File: src/rtl/instr_mem_responder.sv
// I-cache refill responder: reads DATA_WIDTH/8 consecutive bytes from a byte-wide RAM,
// one address per cycle, and returns them little-endian as one line with a mem_done pulse.
module instr_mem_responder #(
    parameter int DATA_WIDTH = 64,
    parameter int ADDR_WIDTH = 32
) (
    input  logic                  clk_in,
    input  logic                  rst_in,
    input  logic                  rdy_in,
    input  logic                  clear_signal,
    input  logic                  mem_signal,
    input  logic [ADDR_WIDTH-1:0] mem_addr,
    output logic                  mem_done,
    output logic [DATA_WIDTH-1:0] mem_data,
    output logic [ADDR_WIDTH-1:0] ram_a,
    input  logic [7:0]            ram_din,
    output logic                  ram_wr,
    output logic                  busy
);

    localparam int NBYTES = DATA_WIDTH / 8;
    localparam int CW     = $clog2(NBYTES + 1);
    localparam logic [CW-1:0] FULL = CW'(NBYTES);
    localparam logic [CW-1:0] LAST = CW'(NBYTES - 1);

    typedef enum logic [1:0] {IDLE, FETCH, DONE} state_t;

    state_t                  state, state_n;
    logic [CW-1:0]           issue_cnt, issue_n;
    logic [CW-1:0]           cap_cnt, cap_n;
    logic [ADDR_WIDTH-1:0]   ram_a_n;
    logic                    done_n;
    logic [DATA_WIDTH-1:0]   data_n;
    logic                    stalled, stalled_n;
    logic [ADDR_WIDTH-1:0]   base, base_n;
    logic [DATA_WIDTH-1:0]   line, line_n;

    assign ram_wr = 1'b0;
    assign busy   = (state != IDLE);

    always_ff @(posedge clk_in or negedge rst_in) begin
        if (!rst_in) begin
            state     <= IDLE;
            issue_cnt <= '0;
            cap_cnt   <= '0;
            ram_a     <= '0;
            mem_done  <= 1'b0;
            mem_data  <= '0;
            stalled   <= 1'b0;
        end else begin
            state     <= state_n;
            issue_cnt <= issue_n;
            cap_cnt   <= cap_n;
            ram_a     <= ram_a_n;
            mem_done  <= done_n;
            mem_data  <= data_n;
            stalled   <= stalled_n;
        end
    end

    // Request address and partial line need no reset: both are rewritten before use.
    always_ff @(posedge clk_in) begin
        base <= base_n;
        line <= line_n;
    end

    always_comb begin
        state_n   = state;
        issue_n   = issue_cnt;
        cap_n     = cap_cnt;
        ram_a_n   = ram_a;
        done_n    = mem_done;
        data_n    = mem_data;
        stalled_n = stalled;
        base_n    = base;
        line_n    = line;

        if (!rdy_in) begin
            // The byte on ram_din is lost while paused, so the fetch must restart.
            if (state == FETCH) stalled_n = 1'b1;
        end else if (clear_signal) begin
            state_n   = IDLE;
            done_n    = 1'b0;
            stalled_n = 1'b0;
        end else begin
            case (state)
                IDLE: begin
                    if (mem_signal) begin
                        base_n  = mem_addr;
                        ram_a_n = mem_addr;
                        issue_n = CW'(1);
                        cap_n   = '0;
                        state_n = FETCH;
                    end
                end
                FETCH: begin
                    if (stalled) begin
                        ram_a_n   = base;
                        issue_n   = CW'(1);
                        cap_n     = '0;
                        stalled_n = 1'b0;
                    end else begin
                        if (issue_cnt < FULL) begin
                            ram_a_n = base + ADDR_WIDTH'(issue_cnt);
                            issue_n = issue_cnt + CW'(1);
                        end
                        for (int i = 0; i < NBYTES; i++) begin
                            if (cap_cnt == CW'(i)) line_n[8*i +: 8] = ram_din;
                        end
                        cap_n = cap_cnt + CW'(1);
                        if (cap_cnt == LAST) begin
                            data_n  = line_n;
                            done_n  = 1'b1;
                            state_n = DONE;
                        end
                    end
                end
                DONE: begin
                    // mem_signal is still high here; accepting it would start a duplicate refill.
                    done_n  = 1'b0;
                    state_n = IDLE;
                end
                default: state_n = IDLE;
            endcase
        end
    end

endmodule

File: config.mk
export PLATFORM = sky130hd
export DESIGN_NAME = instr_mem_responder
export DESIGN_NICKNAME = d
export VERILOG_FILES = /design/src/rtl/instr_mem_responder.sv
export SDC_FILE = /design/constraint.sdc
export NUM_CORES = 1
export LEC_CHECK = 0
export BUFFER_PORTS_ARGS = -buffer_cell sky130_fd_sc_hd__buf_2
export CORE_ASPECT_RATIO = 1.4
export CORE_MARGIN = 2
export CORE_UTILIZATION = 35
export DETAILED_ROUTE_END_ITERATION = 8
export PLACE_DENSITY = 0.55
export SLEW_MARGIN = 5
export SYNTH_ARGS = -nofsm -noshare
export SYNTH_HDL_FRONTEND = slang
export SYNTH_SLANG_ARGS = --single-unit
File: constraint.sdc
create_clock -name clk_in -period 4.6 [get_ports clk_in]
set_input_delay 0.23 -clock clk_in [delete_from_list [all_inputs] [get_ports clk_in]]
set_output_delay 0.23 -clock clk_in [all_outputs]
set_load 0.03 [all_outputs]
# After elaboration in Yosys (flattened, before gate mapping)
# Cells that the tools add are included.
# word_totals
wordCells	76
regBits	204
out_inout_bits	99
# op_classes
bitwise_logic	2
reduce_logical	15
order_cmp	1
addsub	3
n_mux	32
eq_ne	14
# op_table
op	count
two-way mux 32 bit	3
two-way mux 8 bit	8
one-hot mux 32 bit (2 select lines)	1
adder 32 x 4 -> 32 bit	1
two-way mux 4 bit	5
AND reduction 4 bit	5
equality test 4 x 3 -> 1 bit, second input constant	4
one-hot mux 4 bit (2 select lines)	2
AND reduction 5 bit	2
adder 4 x 1 -> 4 bit, second input constant	2
equality test 4 x 2 -> 1 bit, second input constant	2
two-way mux 2 bit	4
nonzero test 2 bit	4
two-way mux 1 bit	7
!= test 3 x 2 -> 1 bit, second input constant	2
!= test 3 bit, second input constant	2
equality test 4 x 1 -> 1 bit, second input constant	1
zero test 4 bit	1
less-than comparator 4 bit, second input constant	1
one-hot mux 2 bit (2 select lines)	1
nonzero test 3 bit	1
equality test 2 x 1 -> 1 bit, second input constant	1
equality test 2 bit, second input constant	1
zero test 2 bit	1
4 further kinds	5

# Longest topological paths before layout
# depth
word_depth	5
depth_mapped	8
depth_no_buf	7

# Worst setup path before layout
# OpenSTA, ideal clock, no wires.
# synth_timing
kind	register -> register
startpoint	register state[1]
endpoint	register mem_data[0]
stages_incl_launch_ff	7
arrival_time_ns	2.300
setup_slack_ns	2.175
required_ns	4.475
setup_ns	0.125
path_buffers	1
cell_sequence	dfrtp_1 > nor3b_2 > nand3b_2 > inv_2 > nand3_4 > buf_6 > mux2_4
# synth_via
elab_chain_cells	2
# synth_lines
element	line_no	text
start: declaration	28	state_t state, state_n;
start signal: assignment	51	state <= state_n;
equality test 2 x 1 -> 1 bit	86	case (state)
AND reduction 5 bit (no line)	n/a	
end signal: assignment	56	mem_data <= data_n;
end: declaration	14	output logic [DATA_WIDTH-1:0] mem_data,
# Every way passes these cells.
# A chain may end at the register's enable or synchronous reset.

# Worst setup path after layout
# layout_timing
startpoint	register state[1]
endpoint	register mem_data[25]
# The elaborated chain is that of the path after synthesis.

==> summary.txt <==
Status
  • Run status: complete, but fails checks
  • Failing checks: hold timing

STA
  • RSZ-0062 raised after global routing: no
  • Crit path time final: 2.76 ns
  • Setup TNS: 0 ns
  • Hold Fails Final Rpt: 40
  • Worst slew margin: 31.7%
  • Final period util: 59.9%
  • Highest Clock Rate: 363 MHz
  • Final setup vio count: 0
  • Tightest Pin Transition: 1.02 ns
  • Final hold slack: -0.0228 ns
  • Clock skew: 0.00991 ns
  • Slew Viols, Final: 0

Clocking
  • H-tree levels: 4
  • Clk_lat worst skew: 0.44 ns
  • CTS Sinks: 196
  • TritonCTS clock tree: done
  • Post-cts sizing count: 0
  • Num CTS Buffers: 17
  • Setup bufs post-CTS: 0
  • Clock slew at reported path FFs: 0.08 ns
  • Clk root buf: clkbuf_16
  • CTS Hold Bufs: 32
  • Max clock buf depth: 2

Floorplanning
  • Die area: 0.0268 mm²
  • Die height: 193 µm
  • Number of placement rows: 69
  • Die X: 139 µm
  • I/O pin cnt: 144
  • Core area: 0.0252 mm²
  • Starting Density: 35.4%

Job
  • Max-cap violations: 0

Final layout
  • Commonest non-fill, non-tap cell in the layout: buf_2
  • P&R area growth vs syn: 21.3%
  • Multi-input logic area: 0.00337 mm²
  • Final Net Count: 842
  • Fraction of layout cells with a size suffix above 1: 40.1%
  • Fin area: 0.0108 mm²
  • Most frequent cells in the layout: buf_2, dfrtp_1, edfxtp_1, mux2_2, mux2_4
  • Register area: 0.00535 mm²
  • Fill cells: 2,308
  • Antenna Diode Count: 0

Power
  • Internal Pwr Total: 3160 µW
  • Sw Pwr: 1410 µW
  • Leakage power: 0.00479 µW
  • Clock power share: 33.5%
  • Switch share: 30.9%
  • Comb pwr share: 20.1%
  • Seq pwr share: 46.4%
  • Maximum vdd drop: 0.284 mV
  • PwrDens: 422 mW/mm²

Placed design
  • Placed cell areas: 0.00991 mm²
  • Global placer's final weighted congestion: 0.728
  • DPL Wire Length: 13.8 mm
  • PortBufs: 142

Synthesis
  • Cells after synthesis: 619
  • Ys async rst share: 55.1%
  • #FFs+latches synth: 196
  • Net Count, Synth: 674
  • Synth Flop Type: dfrtp_1
  • Syn. warnings: 0
  • Post-Syn Area: 0.00893 mm²
  • Post-synth EDFFs: 88
  • Post-synthesis cell type count: 64
  • Sequential share of the synthesized area: 59.9%
  • Mean area per synthesized cell: 14.4 µm²

Worst setup path
  • Kind of critical path: flop to flop
  • Reg-to-Reg Start: state[1]$_DFFE_PN0P_
  • CP max FO: 43
  • Crit end category: flop
  • Crit path DAT: 3.08 ns
  • Reg2Reg Capture Point: mem_data[25]$_DFFE_PN0P_
  • Worst setup SP type: flop
  • Path depth of the worst reg2reg path: 6
  • R2R setup slack: 1.84 ns
  • Required @ worst endpoint: 4.92 ns

Route
  • Detailed-route wire length: 20.7 mm
  • Drt pass-1 iters: 4
  • Vias: 5,550
  • WL per Instance: 18.5 µm
  • Starting DRC count in detailed routing: 280
  • Post-route ant nets: 0
  • Via/cell ratio: 4.96
  • DRC: 0

Global route
  • Antenna violations before repair: 1
  • Aggregate global routing overflow: 0
  • All-Layer GR Usage: 15.7%
  • Via count of the first global-routing pass: 5,741
  • Largest net degree at the start of global routing: 76
  • First-pass GRT wire length: 32.5 mm

Min path
  • Worst Hold Class: input port to asynchronous set/reset pin
## critical path, cell delays in order, from the launching register on
cell	delay (ns)
dfrtp_1	0.47
nor3b_2	0.33
nand3b_2	0.18
inv_2	0.11
nand3_4	0.62
buf_4	0.55
mux2_4	0.35
## worst max-delay path by stage
| stage | end | slack [ns] | cells past startpoint | startpoint |
|---|---|---|---|---|
| finish | mem_data[25]$_DFFE_PN0P_ | 1.84 | 6 | state[1]$_DFFE_PN0P_ |
| CTS | mem_data[53]$_DFFE_PN0P_ | 1.79 | 6 | state[1]$_DFFE_PN0P_ |
| global placement | mem_data[52]$_DFFE_PN0P_ | 1.84 | 6 | state[1]$_DFFE_PN0P_ |
| detailed placement | mem_data[28]$_DFFE_PN0P_ | 1.81 | 6 | state[1]$_DFFE_PN0P_ |
| floorplan | mem_data[0]$_DFFE_PN0P_ | 2.17 | 6 | state[1]$_DFFE_PN0P_ |
| global route | mem_data[33]$_DFFE_PN0P_ | 1.64 | 6 | state[1]$_DFFE_PN0P_ |
## stage by stage
step	hold slack, ns	worst slack, ns	instances	util (%)	power (µW)
6_report	-0.0228	1.84	1119	43.0	4570
5_1_grt	0.0393	1.64	1119	43.0	4800
4_1_cts	0.00834	1.79	1119	43.0	4640
3_5_place_dp	0.422	1.81	1055	39.3	3070
3_3_place_gp	0.418	1.84	1055	39.3	3060
2_1_floorplan	-0.0656	2.17	619	-	2770
## registers in the layout, summed over array words and instances, names as in the netlist
name and cells:
issue_cnt 4, line 56, mem_data 64, ram_a 32, cap_cnt 4, stalled 1, mem_done 1, base 32
state 2
## cells in the mapped netlist (5+ instances only)
cell type | instances | share of area (%)
a21oi_1 | 15 | 0.84
a22oi_1 | 14 | 1.2
and3_1 | 9 | 0.63
buf_2 | 13 | 0.73
buf_6 | 6 | 0.76
clkbuf_1 | 9 | 0.38
dfrtp_1 | 108 | 30
edfxtp_1 | 88 | 30
ha_1 | 9 | 1.3
inv_1 | 6 | 0.25
mux2_2 | 60 | 7.6
mux2_4 | 60 | 10
nand2_1 | 29 | 1.2
nand3_1 | 9 | 0.50
nor2_1 | 22 | 0.93
nor3_1 | 11 | 0.62
nor4_1 | 6 | 0.42
o21a_1 | 5 | 0.42
o21ai_0 | 31 | 1.7
o21ai_1 | 10 | 0.56
o22ai_1 | 6 | 0.42
xnor2_1 | 25 | 2.5
## power by group through the flow
stage | registers (µW) | logic (µW) | clock network [µW]
CTS | 2120 | 942 | 1580
detailed placement | 2160 | 919 | 0
global route | 2150 | 1010 | 1640
global placement | 2160 | 909 | 0
floorplan | 2320 | 454 | 0
finish | 2120 | 917 | 1530
## area by class of cell
class	count	share of cell area, %
Timing Repair Buffer	181	10.0
Multi-Input combinational cell	384	31.1
Clock inverter	13	1.27
Inverter	7	0.243
Sequential cell	196	49.4
Clock buffer	19	4.29
Tap cell	319	3.69
## logic make-up after synthesis
family          share of synthesized area, %
buf+inv                                 2.47
other cells                           0.0420
simple gates                            8.35
xor+xnor                                2.55
fa+ha+maj                               1.49
compound gates                          7.23
mux                                     18.0
flops                                   59.9
## layer usage
metal | global-route usage (%) | vias to the layer above | wire [µm]
met2 | 28.3 | 121 | 10600
met4 | 4.23 | 2 | 230
li1 | - | 2636 | -
met1 | 18.9 | 2774 | 8960
met5 | 0 | - | 12
met3 | 3.93 | 17 | 856
(Power assumes the default switching activity.)
